## config.mk

```make
export PLATFORM = sky130hd
export DESIGN_NAME = crossing_arbiter
export DESIGN_NICKNAME = d
export VERILOG_FILES = /design/src/rtl/crossing_pkg.sv /design/src/rtl/crossing_inflight_ctr.sv /design/src/rtl/crossing_arbiter.sv
export SDC_FILE = /design/constraint.sdc
export NUM_CORES = 1
export LEC_CHECK = 0
export ABC_AREA = 0
export CAP_MARGIN = 20
export CORE_AREA = 2 2 116 118
export CTS_CLUSTER_DIAMETER = 80
export DETAILED_ROUTE_END_ITERATION = 16
export DIE_AREA = 0 0 118 120
export GPL_ROUTABILITY_DRIVEN = 0
export SLEW_MARGIN = 30
export SYNTH_ARGS = -nofsm -noshare
export SYNTH_HDL_FRONTEND = slang
export SYNTH_HIERARCHICAL = 1
export SYNTH_SLANG_ARGS = --single-unit
```

## constraint.sdc

```tcl
create_clock -name clock -period 7.3 [get_ports clock]
set_input_delay 1.095 -clock clock [delete_from_list [all_inputs] [get_ports clock]]
set_output_delay 1.095 -clock clock [all_outputs]
set_load 0.005 [all_outputs]
```

## src/rtl/crossing_pkg.sv

```systemverilog
// ---------------------------------------------------------------------------
// crossing_pkg
// Shared definitions for the crossing arbiter slice:
//   - field widths of the A/D channel (opcode, address, data, tag)
//   - number of requesters and the default outstanding-request limit
//   - width of the per-requester in-flight counter
//   - the quiesce FSM state encoding
// ---------------------------------------------------------------------------
package crossing_pkg;

  localparam int OPC_W            = 3;
  localparam int ADDR_W           = 32;
  localparam int DATA_W           = 32;
  localparam int TAG_W            = 2;
  localparam int NREQ             = 2;
  localparam int MAX_INFLIGHT_DEF = 4;
  // Holds 0..4 inclusive.
  localparam int CNT_W            = 3;

  typedef enum logic [1:0] {
    ST_RUN      = 2'd0,
    ST_DRAIN    = 2'd1,
    ST_QUIESCED = 2'd2
  } state_e;

endpackage

```

## src/rtl/crossing_inflight_ctr.sv

```systemverilog
// ---------------------------------------------------------------------------
// crossing_inflight_ctr
// Saturating up/down counter of outstanding A requests for one requester.
// Ports:
//   clock, reset      : clock, asynchronous active-high reset
//   inc               : an A request from this requester fired this cycle
//   dec               : a D response to this requester fired this cycle
//   count             : current number of outstanding requests
//   full              : count has reached MAX
//   empty             : count is zero
//   underflow         : combinational pulse, a lone dec arrived at zero
// inc and dec together leave the count unchanged. The count never wraps:
// it holds at MAX on inc and at zero on dec.
// ---------------------------------------------------------------------------
module crossing_inflight_ctr
  import crossing_pkg::*;
#(
  parameter int MAX = MAX_INFLIGHT_DEF
) (
  input  logic             clock,
  input  logic             reset,
  input  logic             inc,
  input  logic             dec,
  output logic [CNT_W-1:0] count,
  output logic             full,
  output logic             empty,
  output logic             underflow
);

  logic [CNT_W-1:0] count_q;
  logic [CNT_W-1:0] count_d;

  always_comb begin
    count_d   = count_q;
    underflow = 1'b0;
    if (inc && !dec) begin
      if (count_q < CNT_W'(MAX)) count_d = count_q + 1'b1;
    end else if (dec && !inc) begin
      if (count_q == '0) underflow = 1'b1;
      else               count_d   = count_q - 1'b1;
    end
  end

  always_ff @(posedge clock or posedge reset) begin
    if (reset) count_q <= '0;
    else       count_q <= count_d;
  end

  assign count = count_q;
  assign full  = (count_q >= CNT_W'(MAX));
  assign empty = (count_q == '0);

endmodule

```

## src/rtl/crossing_arbiter.sv

```systemverilog
// ---------------------------------------------------------------------------
// crossing_arbiter
// Two-requester round-robin arbiter in front of an async-queue crossing,
// with per-requester outstanding limits, D-channel routing and a drain
// (quiesce) handshake used before the crossing is reset.
// Ports:
//   clock, reset                  : sole clock, asynchronous active-high reset
//   req_a_*                       : per-requester A channel, requester i at slice i
//   out_a_*                       : granted A request, source = {grant_index, tag}
//   in_d_*                        : D response from the crossing
//   req_d_*                       : D response routed by in_d_source[2]
//   quiesce_req / quiesce_ack     : drain request / registered acknowledge
//
// Handshake rule on every channel: a transfer happens on a rising edge where
// valid and ready are both high; once valid is raised the sender holds it and
// its payload stable until that transfer. The A path is purely combinational
// from req_a_* to out_a_* (no added latency).
//
// Internal state useful from the hierarchy: state_q, inflight[], err_underflow.
// ---------------------------------------------------------------------------
module crossing_arbiter
  import crossing_pkg::*;
#(
  parameter int MAX_INFLIGHT = MAX_INFLIGHT_DEF
) (
  input  logic                   clock,
  input  logic                   reset,
  input  logic [NREQ-1:0]        req_a_valid,
  output logic [NREQ-1:0]        req_a_ready,
  input  logic [NREQ*OPC_W-1:0]  req_a_opcode,
  input  logic [NREQ*ADDR_W-1:0] req_a_address,
  input  logic [NREQ*DATA_W-1:0] req_a_data,
  input  logic [NREQ*TAG_W-1:0]  req_a_source,
  output logic                   out_a_valid,
  input  logic                   out_a_ready,
  output logic [OPC_W-1:0]       out_a_opcode,
  output logic [ADDR_W-1:0]      out_a_address,
  output logic [DATA_W-1:0]      out_a_data,
  output logic [TAG_W:0]         out_a_source,
  input  logic                   in_d_valid,
  output logic                   in_d_ready,
  input  logic [OPC_W-1:0]       in_d_opcode,
  input  logic [TAG_W:0]         in_d_source,
  input  logic [DATA_W-1:0]      in_d_data,
  output logic [NREQ-1:0]        req_d_valid,
  input  logic [NREQ-1:0]        req_d_ready,
  output logic [OPC_W-1:0]       req_d_opcode,
  output logic [TAG_W-1:0]       req_d_source,
  output logic [DATA_W-1:0]      req_d_data,
  input  logic                   quiesce_req,
  output logic                   quiesce_ack
);

  // ---------------------------------------------------------------- state
  state_e state_q, state_d;
  logic   ptr_q, ptr_d;            // preferred requester
  logic   lock_q, lock_d;          // A presented but not yet accepted
  logic   lock_idx_q, lock_idx_d;  // requester owning the held grant
  logic   quiesce_ack_q, quiesce_ack_d;
  logic   err_underflow, err_underflow_d;

  // ---------------------------------------------------------------- counters
  logic [CNT_W-1:0] inflight [NREQ];
  logic [NREQ-1:0]  full, empty, underflow;
  logic [NREQ-1:0]  a_inc, d_dec;

  crossing_inflight_ctr #(.MAX(MAX_INFLIGHT)) u_ctr0 (
    .clock     (clock),
    .reset     (reset),
    .inc       (a_inc[0]),
    .dec       (d_dec[0]),
    .count     (inflight[0]),
    .full      (full[0]),
    .empty     (empty[0]),
    .underflow (underflow[0])
  );

  crossing_inflight_ctr #(.MAX(MAX_INFLIGHT)) u_ctr1 (
    .clock     (clock),
    .reset     (reset),
    .inc       (a_inc[1]),
    .dec       (d_dec[1]),
    .count     (inflight[1]),
    .full      (full[1]),
    .empty     (empty[1]),
    .underflow (underflow[1])
  );

  // ---------------------------------------------------------------- A path
  logic [NREQ-1:0] elig;
  logic [NREQ-1:0] grant;
  logic            g_idx;
  logic            g_vld;
  logic            a_fire;

  always_comb begin
    for (int i = 0; i < NREQ; i++) begin
      elig[i] = req_a_valid[i] && !full[i] && (state_q == ST_RUN);
    end
    g_idx = ptr_q;
    g_vld = 1'b0;
    // A held grant wins regardless of state so a request presented in RUN
    // completes even after the FSM has moved to DRAIN.
    if (lock_q) begin
      g_idx = lock_idx_q;
      g_vld = req_a_valid[lock_idx_q];
    end else if (elig[ptr_q]) begin
      g_idx = ptr_q;
      g_vld = 1'b1;
    end else if (elig[~ptr_q]) begin
      g_idx = ~ptr_q;
      g_vld = 1'b1;
    end
    grant = g_vld ? (g_idx ? 2'b10 : 2'b01) : 2'b00;
  end

  assign a_fire      = g_vld && out_a_ready;
  assign out_a_valid = g_vld;
  assign req_a_ready = grant & {NREQ{out_a_ready}};
  assign a_inc       = a_fire ? grant : '0;

  assign out_a_opcode  = g_idx ? req_a_opcode[OPC_W +: OPC_W]    : req_a_opcode[0 +: OPC_W];
  assign out_a_address = g_idx ? req_a_address[ADDR_W +: ADDR_W] : req_a_address[0 +: ADDR_W];
  assign out_a_data    = g_idx ? req_a_data[DATA_W +: DATA_W]    : req_a_data[0 +: DATA_W];
  assign out_a_source  = {g_idx, (g_idx ? req_a_source[TAG_W +: TAG_W] : req_a_source[0 +: TAG_W])};

  always_comb begin
    lock_d     = g_vld && !out_a_ready;
    lock_idx_d = g_idx;
    ptr_d      = a_fire ? ~g_idx : ptr_q;
  end

  // ---------------------------------------------------------------- D path
  logic d_idx;
  logic d_fire;

  assign d_idx        = in_d_source[TAG_W];
  assign req_d_valid  = in_d_valid ? (d_idx ? 2'b10 : 2'b01) : 2'b00;
  assign in_d_ready   = req_d_ready[d_idx];
  assign d_fire       = in_d_valid && in_d_ready;
  assign d_dec        = d_fire ? (d_idx ? 2'b10 : 2'b01) : 2'b00;
  assign req_d_opcode = in_d_opcode;
  assign req_d_source = in_d_source[TAG_W-1:0];
  assign req_d_data   = in_d_data;

  // ---------------------------------------------------------------- FSM
  always_comb begin
    state_d         = state_q;
    err_underflow_d = err_underflow | (|underflow);
    unique case (state_q)
      ST_RUN: begin
        if (quiesce_req) state_d = ST_DRAIN;
      end
      ST_DRAIN: begin
        if (!quiesce_req)                 state_d = ST_RUN;
        else if ((&empty) && !out_a_valid) state_d = ST_QUIESCED;
      end
      ST_QUIESCED: begin
        if (!quiesce_req) state_d = ST_RUN;
      end
      default: state_d = ST_RUN;
    endcase
    // Registered copy of "next state is QUIESCED", so the ack flop is high
    // exactly while state_q is QUIESCED.
    quiesce_ack_d = (state_d == ST_QUIESCED);
  end

  always_ff @(posedge clock or posedge reset) begin
    if (reset) begin
      state_q       <= ST_RUN;
      ptr_q         <= 1'b0;
      lock_q        <= 1'b0;
      lock_idx_q    <= 1'b0;
      quiesce_ack_q <= 1'b0;
      err_underflow <= 1'b0;
    end else begin
      state_q       <= state_d;
      ptr_q         <= ptr_d;
      lock_q        <= lock_d;
      lock_idx_q    <= lock_idx_d;
      quiesce_ack_q <= quiesce_ack_d;
      err_underflow <= err_underflow_d;
    end
  end

  assign quiesce_ack = quiesce_ack_q;

endmodule

```

== Yosys cells after proc, flatten, opt, wreduce, memory -nomap -nowiden ==
Index checks and enable logic that the tools add are counted.

* Output and inout port bits: 114
* Word-level logic and storage cells: 94
* Bits of input ports: 185
* Flip-flop bits (word level): 12

* Bitwise operators: 3
* Equality and inequality tests: 7
* Add/subtract/negate cells: 4
* Reduce and logical (&&, ||, !) cells: 28
* Magnitude comparators: 8
* Mux-type cells: 37

{| class="wikitable"
|+ Operator list
! cell !! count
|-
| 32-bit 2-to-1 mux || 2
|-
| 3-bit 2-to-1 mux || 9
|-
| 2-bit 2-to-1 mux || 11
|-
| 1-bit 2-to-1 mux || 14
|-
| 1-bit logical AND || 12
|-
| 1-bit zero test || 8
|-
| 1-bit by 2-bit less-than comparator with 1-bit output (second input constant) || 4
|-
| 2-bit inequality test (second input constant) || 4
|-
| 3-bit by 1-bit adder with 3-bit output (second input constant) || 2
|-
| 3-bit greater-or-equal comparator (second input constant) || 2
|-
| 3-bit zero test || 2
|-
| 3-bit less-than comparator (second input constant) || 2
|-
| 2-bit case mux with 3 select lines || 1
|-
| 3-bit AND reduction || 2
|-
| 3-bit by 1-bit subtractor with 3-bit output (second input constant) || 2
|-
| 2-bit equality test (second input constant) || 2
|-
| 2-bit nonzero test || 2
|-
| 2-bit AND || 1
|-
| 2-bit by 1-bit equality test with 1-bit output (second input constant) || 1
|-
| 2-bit zero test || 1
|-
| 1-bit inverter || 2
|-
| 2-bit AND reduction || 1
|}

== Depth between registers and ports, before layout ==
* Word-level depth: 16
* Depth in mapped cells: 13
* Gate-level depth less buffers: 10

== Hierarchy ==
Netlist, hierarchy kept.

{| class="wikitable"
|+ Modules (own cells, without submodules)
! module !! cells an instance !! sequential area each (sq um) !! area an instance (sq um) !! times used
|-
| crossing_arbiter || 156 || 150.1 || 1844.3 || 1
|-
| crossing_inflight_ctr || 27 || 75.1 || 242.7 || 2
|}

== Worst setup path after synthesis ==
OpenSTA, ideal clock, no wires.

* Path kind: in2out
* From: input req_a_valid[0]
* To: output out_a_address[0]
* Setup slack: 3.995 ns
* Cell stages on the path: 6
* Arrival: 2.210 ns
* Data required time: 6.205 ns
* Path buffers: 2
* Path through: nand2b_4 -> o311ai_1 -> o311a_1 -> buf_6 -> buf_12 -> mux2_4

* Word-level cells in the longest chain between the ends: 8
* Elaborated cells on any way between the ends: 10
* Those cells by class: 8 x mux; 2 x reduce/logical

{| class="wikitable"
|+ RTL lines
! element !! RTL line !! text
|-
| start: declaration || crossing_arbiter.sv:28 || <nowiki>input logic [NREQ-1:0] req_a_valid,</nowiki>
|-
| 1-bit logical AND * (2 in a row) || crossing_arbiter.sv:98 || <nowiki>elig[i] = req_a_valid[i] && !full[i] && (state_q == ST_RUN);</nowiki>
|-
| 1-bit 2-to-1 mux (not written as such) (2 in a row) || crossing_arbiter.sv:110 || <nowiki>end else if (elig[~ptr_q]) begin</nowiki>
|-
| 1-bit 2-to-1 mux || crossing_arbiter.sv:110 ||
|-
| 1-bit 2-to-1 mux * || crossing_arbiter.sv:107 || <nowiki>end else if (elig[ptr_q]) begin</nowiki>
|-
| 1-bit 2-to-1 mux * || crossing_arbiter.sv:104 || <nowiki>if (lock_q) begin</nowiki>
|-
| 32-bit 2-to-1 mux * || crossing_arbiter.sv:123 || <nowiki>assign out_a_address = g_idx ? req_a_address[ADDR_W +: ADDR_W] : req_a_address[0 +: ADDR_W];</nowiki>
|-
| end: declaration || crossing_arbiter.sv:37 || <nowiki>output logic [ADDR_W-1:0] out_a_address,</nowiki>
|}

Mark *: on every way between the ends. The rest lies on a longest branch, timed or not. The select of a mux whose other input is x is not followed.

== Worst setup path after layout ==
* From: input req_a_valid[0]
* To: output out_a_source[1]

* Word-level cells in the longest chain between the ends: 8
* Elaborated cells on any way between the ends: 10
* Those cells by class: 8 x mux; 2 x reduce/logical

{| class="wikitable"
|+ RTL lines
! element !! RTL line !! text
|-
| 1-bit logical AND * (2 in a row) || crossing_arbiter.sv:98 ||
|-
| 1-bit 2-to-1 mux (not written as such) (2 in a row) || crossing_arbiter.sv:110 ||
|-
| 1-bit 2-to-1 mux || crossing_arbiter.sv:110 ||
|-
| 1-bit 2-to-1 mux * || crossing_arbiter.sv:107 ||
|-
| 1-bit 2-to-1 mux * || crossing_arbiter.sv:104 ||
|-
| 2-bit 2-to-1 mux * || crossing_arbiter.sv:125 || <nowiki>assign out_a_source = {g_idx, (g_idx ? req_a_source[TAG_W +: TAG_W] : req_a_source[0 +: TAG_W])};</nowiki>
|-
| end: declaration || crossing_arbiter.sv:39 || <nowiki>output logic [TAG_W:0] out_a_source,</nowiki>
|}

Marked as above.

==> flow_summary.toml <==
[power]
peakVddDrop_mv = 0.144
total_power_uw = 1340
power_density_nw_per_um2 = 302
p_leak_uw = 0.00184

[sta]
fin_tns_setup_ps = 0
rsz0062_at_grt = "false"
worst_pin_slew_ps = 552
slew_headroom = 0.632
finalHoldViolations = 0
timing.final.crit_period_ps = 4880
fin_ws_ps = 2420
max_freq_mhz = 205
finalSetupViolCount = 0
finalCritPeriodShare = 0.668
skew_ps = 2.88
slew_viol_final = 0

[logic_synthesis]
netlist_area_um2 = 2320
syn_nets = 395
postSynthCellCount = 208
avgSynthCellArea_um2 = 11.1
ys_warn_count = 6

[worst_setup_path]
cp_max_fo = 37
end_kind = "output port"
critPathLaunchType = "input pin"
required_ps = 6200
timing.rr.end = "u_ctr0/count[1]$_DFFE_PP0P_"
worstRegToRegCells = 9
worst_ep_arrival_time_ps = 3780
r2r_start = "u_ctr0/count[2]$_DFFE_PP0P_"
critical_path_class = "input pin to output port"
r2r_setup_slack_ps = 4260

[hold_path]
hold_depth = 1
holdPathEnd = "ptr_q$_DFFE_PP0P_"
min_path_type = "register to register"
hold_path.startpoint = "ptr_q$_DFFE_PP0P_"

[global_route]
overflow = 0
antenna_found_initial = 0
grt_pass1_vias = 2386
grt_usage = 0.119
grt_max_degree = 38
grt_pass1_wl_um = 13400

[clock_network]
tritoncts = "built"
cts_max_path_buffers = 2
hold_buffers = 0
cts_buffers = 3
clock_latency_ps = 240
post_cts_buffers = 0
cts_resized = 0
clk_pin_slew_ps = 40
root_buffer = "clkbuf_16"
cts_htree_levels = 1
cts.sinks = 12

[detailed_routing]
avgRoutedWirePerCell_um = 16.1
drt_iter0_drc = 61
dr.pass1.iters = 4
final_antenna_net_count = 0
avgViaCountPerCell = 4.01
wl_um = 9100
drc = 0
vias = 2259

[floorplan]
core_area_um2 = 13000
fp-row-count = 42
dieHeight_um = 120
die_area_um2 = 14200
io_pins = 299
start_util = 0.179
die_w_um = 118

[finish]
diodes = 0
fillers = 1317
area_growth_syn_to_layout_pct = 92.0
final_nets = 576
drive_gt1_frac = 0.214

[run]
max_cap_violations = 0

[placement]
place_ws_ps = 2390
portBuffers = 224
dp_hpwl_um = 8040

[status]
status = "complete, no violations"
==> flip-flops by register name, indices dropped and copies added, names as in the netlist <==
name and cells:
u_ctr1/count 3, lock_q 1, ptr_q 1, u_ctr0/count 3, quiesce_ack 1, state_q 2
lock_idx_q 1
==> power by group <==
group / switching (uW) / internal [uW] / total [uW]
sequential: 37.5 / 91.7 / 129
clock: 28.9 / 82.7 / 112
combinational: 369 / 733 / 1100
==> how the worst max path moves through the flow <==
stage                        start                 to  depth (start not counted)
finish              req_a_valid[0]    out_a_source[1]                          7
CTS                 req_a_valid[0]    out_a_source[1]                          7
floorplan           req_a_valid[0]   out_a_address[0]                          6
global route        req_a_valid[0]    out_a_source[1]                          7
detailed placement  req_a_valid[0]    out_a_source[1]                          7
global placement    req_a_valid[0]  out_a_address[10]                          7
==> worst max-delay path: stages <==
cell and delay [ps]:
clkdlybuf4s50_1 530, nand2b_4 70, o311ai_1 270, o311a_4 620, buf_16 310, mux2_2 380
clkdlybuf4s50_1 470
==> cells in the final DEF (no fill, tap or decap), types with 4 or more instances in the layout <==
master	instances
clkdlybuf4s50_1	224
nor2b_1	6
nand2b_1	7
dfrtp_1	12
inv_1	9
mux2_4	66
o21ai_0	4
nand2_1	6
mux2_2	5
and2_1	6
==> final cells by class <==
cell class,instances,area [um2],area share
well taps,176,220,0.0495
repair buffers,226,2280,0.512
flip-flops and latches,12,300,0.0675
clock buffers,4,88.8,0.0200
inverters,10,37.5,0.00844
multi-input cells,136,1520,0.343
==> stage by stage <==
| step | hold WS, ps | cell area, um2 | std cells | utilization |
|---|---|---|---|---|
| 6_report | 549 | 4450 | 564 | 0.343 |
| 5_1_grt | 568 | 4450 | 564 | 0.343 |
| 4_1_cts | 551 | 4450 | 564 | 0.343 |
| 3_5_place_dp | 536 | 4360 | 560 | 0.336 |
| 3_3_place_gp | 532 | 4330 | 559 | 0.334 |
| 2_1_floorplan | 504 | 2320 | 208 | - |
==> per-layer routing <==
| layer | vias up | track usage | routed length, um |
|---|---|---|---|
| met5 | - | 0 | 0 |
| met4 | 0 | 0.00904 | 36 |
| met3 | 9 | 0.0532 | 929 |
| met2 | 166 | 0.214 | 4570 |
| met1 | 1023 | 0.135 | 3560 |
| li1 | 1061 | - | - |
(Power assumes the default switching activity.)
==> variant (same flow settings) <==
Change the package constant `OPC_W` from 3 to 6.
--- a/src/rtl/crossing_pkg.sv
+++ b/src/rtl/crossing_pkg.sv
@@ -9,5 +9,5 @@
 package crossing_pkg;
 
-  localparam int OPC_W            = 3;
+  localparam int OPC_W            = 6;
   localparam int ADDR_W           = 32;
   localparam int DATA_W           = 32;
Ports: changed (resized in_d_opcode, out_a_opcode, req_a_opcode and req_d_opcode); port bits go from 299 to 314. No check against the original RTL was run, so the function may have changed too.
==> variant against the unedited design <==
  * Sequential cell count stayed put
  * Global-route usage is 1.5 points higher
  * Maximum frequency is 4.2% higher
  * Count of clock-buffer cells in the layout stayed put
  * Final cell count is 2.7% higher
  * Synthesized area is 5.6% lower
  * Total power is 0.72% lower
  * Final area is 0.67% higher
  * Critical path depth stayed put
  * Worst setup slack better by 0.19 ns
  * Synthesized cell count is 2.9% higher
  * Wire length is 13% higher
  * Largest cell class unchanged
==> variant: results (changes against the unedited design) <==
* Status: completed
* First-pass iteration count of the detailed router at 4 (unchanged)
* Met2 wire len at 4452 um (-2.5%)
* Nets at 597 (+3.6%)
* FILL cells at 1330 (+0.99%)
* Worst R2R Setup Slack at 4.20 ns (-0.06 ns)
* DR top layer: met5
* Routed met3 length at 1268 um (+36%)
* Syn nets at 410 (+3.8%)
* Layout Cells excl Fill at 579 (+2.7%)
* Root buf cell: clkbuf_16
* Placed Instances at 572 (+2.1%)
* Clock transition at the registers of the reported paths at 0.05 ns
* Slowest cell on the critical path: clkdlybuf4s50_1
* Worst Setup EP: out_a_opcode[4]
* Vias/cell at 4.017 (+0.30%)
* Clock buffers created by TritonCTS at 3 (unchanged)
* 1st-iter DRT viols at 59 (-3.3%)
* Pin count of the biggest net entering global routing at 33 (-13%)
* Worst EP arrival at 3.59 ns (-0.19 ns)
* Syn avg cell area at 10.22 sq um (-8.3%)
* Clk Latency, worst-skew pair at 0.24 ns (about the same)
* Worst Hold Class: flip-flop to flip-flop
* Maximum buffer depth of the clock tree at 2 (unchanged)
* Routed wire per std cell at 17.73 um (+9.9%)
* Worst slew pin tran at 0.5092 ns (-0.04307 ns)
* First-pass GRT wire length at 14630 um (+9.2%)
* CP max stage delay at 0.53 ns (-0.09 ns)
* Warnings, synthesis at 6 (unchanged)
* Leak at 0.001765 uW (-4.2%)
* Vias in the first global route at 2352 (-1.4%)
* FF-to-FF path depth at 11 (+2)
* Layout cell share with drive strength beyond 1 at 21.25% (-0.14 points)
* Antenna violations before repair at 3 (+3)
* Crit path launch: req_a_valid[0]
* Clk_skew at 0.003228 ns (+0.0003498 ns)
* Wl on met1 at 4387 um (+23%)
* Buffers added on ports at 233 (+4.0%)
* Switching share of power at 33.29% (+0.86 points)
* Resized cells post-CTS at 0 (unchanged)
* Post CTS Setup Buffer Count at 0 (unchanged)
* Reg-to-Reg Start: u_ctr0/count[2]
* Worst R2R End: u_ctr1/count[1]
* Gr usage total at 13.40% (+1.5 points)
* Post-detail-place hpwl at 8948 um (+11%)
* CP delay by family, top: buffers and inverters
* VDD IR max at 159.3 uV (+11%)
* CTS H-tree depth at 1 (unchanged)
* Hold path cells at 1 (unchanged)
* Worst-path fanout max at 32 (-14%)
[variant: power by group through the flow]
stage	Combinational, uW	Clock (uW)	Sequential [uW]
floorplan	627	0	115
global placement	1050	0	130
detailed placement	1090	0	131
CTS	1090	115	132
global route	1150	117	137
finish	1090	113	133
[variant: worst min path at each step]
| stage | start | end | slack [ns] |
|---|---|---|---|
| global placement | ptr_q | ptr_q | 0.56 |
| floorplan | ptr_q | ptr_q | 0.52 |
| finish | ptr_q | ptr_q | 0.60 |
| detailed placement | ptr_q | ptr_q | 0.55 |
| global route | ptr_q | ptr_q | 0.60 |
| CTS | ptr_q | ptr_q | 0.58 |
[variant: through the flow]
stage	instance area [sq um]	setup slack (ns)	utilization (%)
2_1_floorplan	2187	3.990	-
3_3_place_gp	4342	2.209	33.45
3_5_place_dp	4382	2.633	33.76
4_1_cts	4471	2.626	34.44
5_1_grt	4471	2.557	34.44
6_report	4478	2.616	34.50
[variant: final cells by class]
type,count,share of cell area (%)
multi-input cells,139,32.41
repair buffers,235,52.98
clock buffers,4,1.984
well taps,176,4.918
flip-flops and latches,12,6.706
diodes,3,0.1676
inverters,10,0.8382
[variant: metal layers]
metal	vias up	global-route usage, %
li1	1098	-
met1	1040	18.07
met2	170	19.73
met3	16	5.513
met4	2	3.313
met5	-	0
[variant: worst register-to-register path, delay by kind of cell, from the launching register on]
family | cells | cell delay [ns]
compound gates | 4 | 1.11
simple gates | 3 | 0.58
flops | 1 | 0.45
buf+inv | 2 | 0.41
fa+ha+maj | 1 | 0.29
xor+xnor | 1 | 0.14
